<file path="config.mk">
export PLATFORM = sky130hd
export DESIGN_NAME = fp16_norm_pack
export DESIGN_NICKNAME = d
export VERILOG_FILES = /design/src/rtl/fp16_norm_pack.sv
export SDC_FILE = /design/constraint.sdc
export NUM_CORES = 1
export LEC_CHECK = 0
export CAP_MARGIN = 20
export CORE_ASPECT_RATIO = 1.1
export CORE_MARGIN = 2
export CORE_UTILIZATION = 45
export DETAILED_ROUTE_END_ITERATION = 8
export GPL_TIMING_DRIVEN = 0
export PLACE_DENSITY = 0.79
export SYNTH_ARGS = -nofsm -noshare
export SYNTH_HDL_FRONTEND = slang
export SYNTH_SLANG_ARGS = --single-unit
</file>
<file path="constraint.sdc">
create_clock -name i_clk -period 5.14 [get_ports i_clk]
set_input_delay 0.771 -clock i_clk [delete_from_list [all_inputs] [get_ports i_clk]]
set_output_delay 0.771 -clock i_clk [all_outputs]
set_load 0.05 [all_outputs]
</file>
<file path="src/rtl/fp16_norm_pack.sv">
// Renormalize, round to nearest even and pack the aligned MAC sum into one FP16 word.
// Define FP16_NORM_SUBNORMAL_EN to produce subnormal results instead of flushing them to zero.
module fp16_norm_pack #(
    parameter int SUM_W     = 27,
    parameter int FRAC_BITS = 20
) (
    input  logic             i_clk,
    input  logic             i_rst,
    input  logic             i_valid,
    output logic             o_ready,
    input  logic [5:0]       i_max_exp,
    input  logic [SUM_W-1:0] i_sum,
    output logic             o_valid,
    input  logic             i_ready,
    output logic [15:0]      o_result,
    output logic             o_overflow,
    output logic             o_underflow
);

    localparam logic signed [7:0] E_OFS = 8'(SUM_W - 1 - FRAC_BITS);

`ifdef FP16_NORM_SUBNORMAL_EN
    typedef enum logic [2:0] {IDLE, NORM, ROUND, OUT, DENORM} state_t;
`else
    typedef enum logic [2:0] {IDLE, NORM, ROUND, OUT} state_t;
`endif

    state_t            state;
    logic              sign;
    logic [SUM_W-1:0]  mag;
    logic signed [7:0] e;

    logic [SUM_W-1:0]  abs_sum;
    logic [9:0]        frac;
    logic [9:0]        frac_rnd;
    logic              guard_bit;
    logic              sticky;
    logic              inc;
    logic              carry;
    logic signed [7:0] e_rnd;

    // The most negative sum negates to exactly 2^(SUM_W-1), which still fits unsigned.
    assign abs_sum   = i_sum[SUM_W-1] ? (~i_sum + 1'b1) : i_sum;

    assign frac      = mag[SUM_W-2 -: 10];
    assign guard_bit = mag[SUM_W-12];
    assign sticky    = |mag[SUM_W-13:0];
    assign inc       = guard_bit & (sticky | frac[0]);
    assign carry     = (frac == 10'h3FF) & inc;
    assign frac_rnd  = frac + {9'b0, inc};
    assign e_rnd     = carry ? (e + 8'sd1) : e;

    assign o_ready   = (state == IDLE);

    always_ff @(posedge i_clk or posedge i_rst) begin
        if (i_rst) begin
            state       <= IDLE;
            o_valid     <= 1'b0;
            o_result    <= 16'h0000;
            o_overflow  <= 1'b0;
            o_underflow <= 1'b0;
            sign        <= 1'b0;
            mag         <= '0;
            e           <= '0;
        end else begin
            case (state)
                IDLE: begin
                    if (i_valid) begin
                        sign <= i_sum[SUM_W-1];
                        mag  <= abs_sum;
                        e    <= signed'({2'b00, i_max_exp}) + E_OFS;
                        if (abs_sum == '0) begin
                            o_result    <= 16'h0000;
                            o_overflow  <= 1'b0;
                            o_underflow <= 1'b0;
                            o_valid     <= 1'b1;
                            state       <= OUT;
                        end else begin
                            state <= NORM;
                        end
                    end
                end
                NORM: begin
                    if (!mag[SUM_W-1]) begin
                        mag <= mag << 1;
                        e   <= e - 8'sd1;
                    end else begin
`ifdef FP16_NORM_SUBNORMAL_EN
                        state <= (e <= 8'sd0) ? DENORM : ROUND;
`else
                        state <= ROUND;
`endif
                    end
                end
`ifdef FP16_NORM_SUBNORMAL_EN
                // Right shift toward the minimum exponent, folding lost bits into the sticky LSB.
                DENORM: begin
                    if (e == 8'sd1) begin
                        state <= ROUND;
                    end else begin
                        mag <= {1'b0, mag[SUM_W-1:2], mag[1] | mag[0]};
                        e   <= e + 8'sd1;
                    end
                end
`endif
                ROUND: begin
                    o_valid <= 1'b1;
                    state   <= OUT;
`ifdef FP16_NORM_SUBNORMAL_EN
                    // A clear hidden bit here means DENORM ran; a rounding carry becomes exponent 1.
                    if (!mag[SUM_W-1]) begin
                        o_result    <= {sign, 4'b0000, carry, frac_rnd};
                        o_overflow  <= 1'b0;
                        o_underflow <= ~carry & (frac_rnd == 10'h000);
                    end else
`endif
                    if (e_rnd >= 8'sd31) begin
                        o_result    <= {sign, 5'h1F, 10'h000};
                        o_overflow  <= 1'b1;
                        o_underflow <= 1'b0;
                    end else if (e_rnd <= 8'sd0) begin
                        o_result    <= {sign, 15'h0000};
                        o_overflow  <= 1'b0;
                        o_underflow <= 1'b1;
                    end else begin
                        o_result    <= {sign, e_rnd[4:0], frac_rnd};
                        o_overflow  <= 1'b0;
                        o_underflow <= 1'b0;
                    end
                end
                OUT: begin
                    if (i_ready) begin
                        o_valid     <= 1'b0;
                        o_overflow  <= 1'b0;
                        o_underflow <= 1'b0;
                        state       <= IDLE;
                    end
                end
                default: state <= IDLE;
            endcase
        end
    end

endmodule

</file>
==> flow_summary.rst <==
.. list-table::
   :header-rows: 1

   * - Metric
     - Value
   * - Number of cells produced by synthesis
     - just over 500
   * - Cell leakage power
     - roughly 2.1 nW
   * - Post-Synthesis Mean Instance Area
     - 8.44 µm²
   * - Critical path's top delay family
     - simple AND/OR/NAND/NOR gates
   * - Area of the mapped netlist
     - between 4000 and 5000 µm²
   * - Starting density of the core
     - between 40% and 50%
   * - Count of final max-slew check failures
     - 0
   * - IO Port Bufs
     - between 40 and 50
   * - Top cells by instance count after synthesis
     - sky130_fd_sc_hd__dfrtp_1 (57), sky130_fd_sc_hd__nor2_1 (51), sky130_fd_sc_hd__o21ai_0 (48), sky130_fd_sc_hd__nand2_1 (46), sky130_fd_sc_hd__clkbuf_1 (27)
   * - Post-layout util
     - 55.5%
   * - Worst path buffer plus inverter count
     - 3
   * - Number of enable flip-flop cells after synthesis
     - 0
   * - WL per Instance
     - 16.9 µm
   * - Most instantiated flip-flop cell in the synthesis netlist
     - sky130_fd_sc_hd__dfrtp_1
   * - Hold/Removal Path Class
     - reg -> reg
   * - Number of search-and-repair iterations in the first detailed-routing pass
     - 5
   * - Worst slack on hold paths
     - about 0.49 ns
   * - Arrival time at the worst endpoint
     - approximately 5.0 ns
   * - GRT Overall Usage
     - 23.1%
   * - Number of hold buffers added after CTS
     - 0
   * - Total vias in the final route
     - 4177
   * - Via count of the first global-routing pass
     - approximately 4.1k
   * - Final HPWL DP
     - approximately 9100 µm
   * - Clock-pin slew on the worst setup and hold paths
     - about 0.060 ns
   * - Initial detailed-routing violation count
     - ~260
   * - Slew headroom
     - between 30% and 40%
   * - Cell taking the most area after synthesis
     - sky130_fd_sc_hd__dfrtp_1
   * - Remaining number of nets flagged by the antenna check after routing
     - 0
   * - Setup repair after global routing missed its margin
     - no
   * - Largest driver fanout on the critical path
     - 10
   * - P&R area growth vs syn
     - 20.0%
   * - Post-route total power
     - ~2.6 mW
   * - Clock period minus final worst setup slack
     - about 4.8 ns
   * - Remaining routing DRC violations
     - 0
   * - Endpoints failing hold
     - 0
   * - Count of cells along the worst register-to-register path
     - 9
   * - Critical path startpoint
     - i_sum[0]
   * - Post-route setup TNS
     - 0 ns
   * - Minimum setup slack among reg-to-reg paths
     - between 2 and 2.5 ns
   * - Launch instance of the worst min-delay path
     - mag[25]
   * - Pwr/cell area
     - 507 nW/µm²
   * - Worst r2r dst
     - o_result[2]
   * - Filler instances
     - around 900
   * - Final cell count without fillers
     - 696
   * - Slowest stage cell on the critical path
     - sky130_fd_sc_hd__nor3b_1
   * - MaxCap Viol Count
     - 0
   * - Cts bufs inserted
     - 9
   * - Top area cells in the synthesized netlist
     - sky130_fd_sc_hd__dfrtp_1 (33%), sky130_fd_sc_hd__o21ai_0 (5.5%), sky130_fd_sc_hd__xor2_1 (5.1%), sky130_fd_sc_hd__nor2_1 (4.4%), sky130_fd_sc_hd__nand2_1 (4.0%)
   * - Core Rows
     - 37
   * - End point of the worst hold path
     - mag[25]
   * - Final setup violation count
     - 0
   * - Share of flip-flops with an asynchronous set or reset after synthesis
     - 100%
   * - Core area
     - slightly above 9000 µm²
   * - First-pass GRT wire length
     - ~20000 µm
   * - Leftover overflow at the end of global routing
     - 0
   * - Total Wirelength
     - between 10000 and 15000 µm
   * - Mean number of vias per cell
     - 6.00
   * - Number of nets in the final layout
     - 620
   * - Result of the run
     - finished clean
   * - Kind of end point of the critical path
     - register
   * - Critical Path, Cell by Cell
     - clkdlybuf4s50_1 -> inv_1 -> ha_1 -> nor3b_1 -> nand2_1 -> nor4_1 -> o211ai_1 -> a211o_1 -> nor3_1 -> a21oi_2 -> buf_6 -> mux2_4
   * - Buffers inserted during post-CTS setup optimization
     - 0
   * - Die outline area
     - roughly 10000 µm²
   * - Number of synthesized register bits
     - 57
   * - Startpoint kind of the worst setup timing path
     - input pin
   * - Antenna Diode Count
     - 0
   * - Buffers from clock root to sink, at most
     - 2
   * - Kind of critical path
     - in -> reg
   * - Hold Path Stages
     - 2
   * - Final critical-path share of the clock period
     - between 90% and 100%
   * - Final Skew
     - between 0.007 and 0.008 ns
   * - CTS tree
     - yes
   * - Placed insts
     - between 600 and 700
   * - Chip Height
     - between 100 and 150 µm
   * - Post-cts gate resize count
     - 0
   * - Clock latency of the later-clocked register in the worst-skew pair
     - 0.35 ns
   * - Max H-tree Level
     - 3
   * - Clock root buffer
     - sky130_fd_sc_hd__clkbuf_8
   * - Maximum number of pins on one net before global-route repair
     - 42
   * - Fraction of final layout cells with drive strength greater than 1
     - under 10%
   * - Number of warnings printed during yosys synthesis
     - 0
   * - Reg2reg start
     - mag[2]
   * - Worst Max-Slew Pin Slew
     - 0.988 ns
   * - Maximum clock frequency
     - 209 MHz
   * - Fraction of the yosys area taken by sequential cells
     - roughly a third
   * - Number of sinks driven by the clock tree
     - 57
   * - Weighted congestion reported at the end of routability-driven placement
     - 0.907
   * - Netlist cell types
     - 67
   * - Most used standard cell by instance count after synthesis
     - sky130_fd_sc_hd__dfrtp_1
   * - Area share of the largest cell type after synthesis
     - between 30% and 40%
   * - Initial antenna violation count
     - 0
   * - Data required, critical path
     - roughly 5.4 ns
   * - Peak supply drop
     - ~210 µV
   * - Width of the die
     - roughly 98 µm
   * - Boundary pin count
     - 57
   * - Syn_nets
     - about 560
   * - Largest stage delay on the critical path
     - 0.82 ns
tightest hold or removal path, stage by stage (launching register included):
cell and delay (ns):
sky130_fd_sc_hd__dfrtp_1 0.35, sky130_fd_sc_hd__nand2_1 0.05, sky130_fd_sc_hd__o21ai_0 0.06
final cells by class:
cell class                 instances  area, µm²  area share (%)
buffer                            34        151            2.91
clock buffer                      14        173            3.32
clock inverter                     2       35.0           0.675
inverter                          21       78.8            1.52
multi-input combinational        401       2670            51.5
sequential                        57       1430            27.5
tap                              117        146            2.82
timing repair buffer              50        510            9.83
registers in the layout (all words and copies together), names as in the netlist:
register     flops
sign             1
o_overflow       1
o_valid          1
e                8
mag             27
o_result        16
state            2
o_underflow      1
stage by stage:
step                cell area (µm²)  worst slack (ns)
global route                   5190             0.116
global placement               4970             0.249
CTS                            5190             0.409
floorplan                      4330              1.56
finish                         5190             0.351
detailed placement             4990            0.0502
cell families (layout without fill, tap and decap cells):
logic type | count (synthesis) | in the layout | synth area share [%]
AO/OA/AOI/OAI | 142 | 142 | 21.6
XOR/XNOR | 43 | 43 | 8.70
flip-flops | 57 | 57 | 32.9
multiplexers | 25 | 25 | 7.11
AND/OR/NAND/NOR | 182 | 182 | 21.8
adder cells (fa/ha/maj) | 9 | 9 | 2.60
buffers and inverters | 55 | 121 | 5.32
where the power goes:
part           internal [mW]  total [mW]  leakage [nW]  switching, mW
registers              0.629       0.786         0.731          0.157
clock network          0.263       0.444         0.107          0.181
logic                  0.527        1.41          1.24          0.879
how the worst max path moves through the flow:
stage,to,slack (ns),depth (start not counted)
4_1_cts,o_result[11],0.41,12
3_5_place_dp,o_result[11],0.05,12
2_1_floorplan,o_result[10],1.56,11
3_3_place_gp,o_result[14],0.25,12
6_report,o_result[9],0.35,12
5_1_grt,o_result[13],0.12,12
cell usage in the layout, fill, tap and decap left out, drive strengths merged, types with 7 or more instances in the layout:
master          n
nor2b          11
nor4           14
nand4           9
clkbuf         41
a21oi          17
buf             8
o31ai           8
xnor2          18
nand3           7
o21ai          48
a22oi          11
clkdlybuf4s50  49
dfrtp          57
nor2           51
nand2          46
a31oi          14
nor3           13
inv            20
xor2           25
ha              9
mux2           19
layer usage:
layer	wire, µm	vias to the layer above	track usage (%)
li1	-	2001	-
met3	713	28	3.52
met1	4900	1962	28.2
met4	338	0	10.5
met2	5820	186	40.4
met5	0	-	0
(Power assumes the default switching activity.)
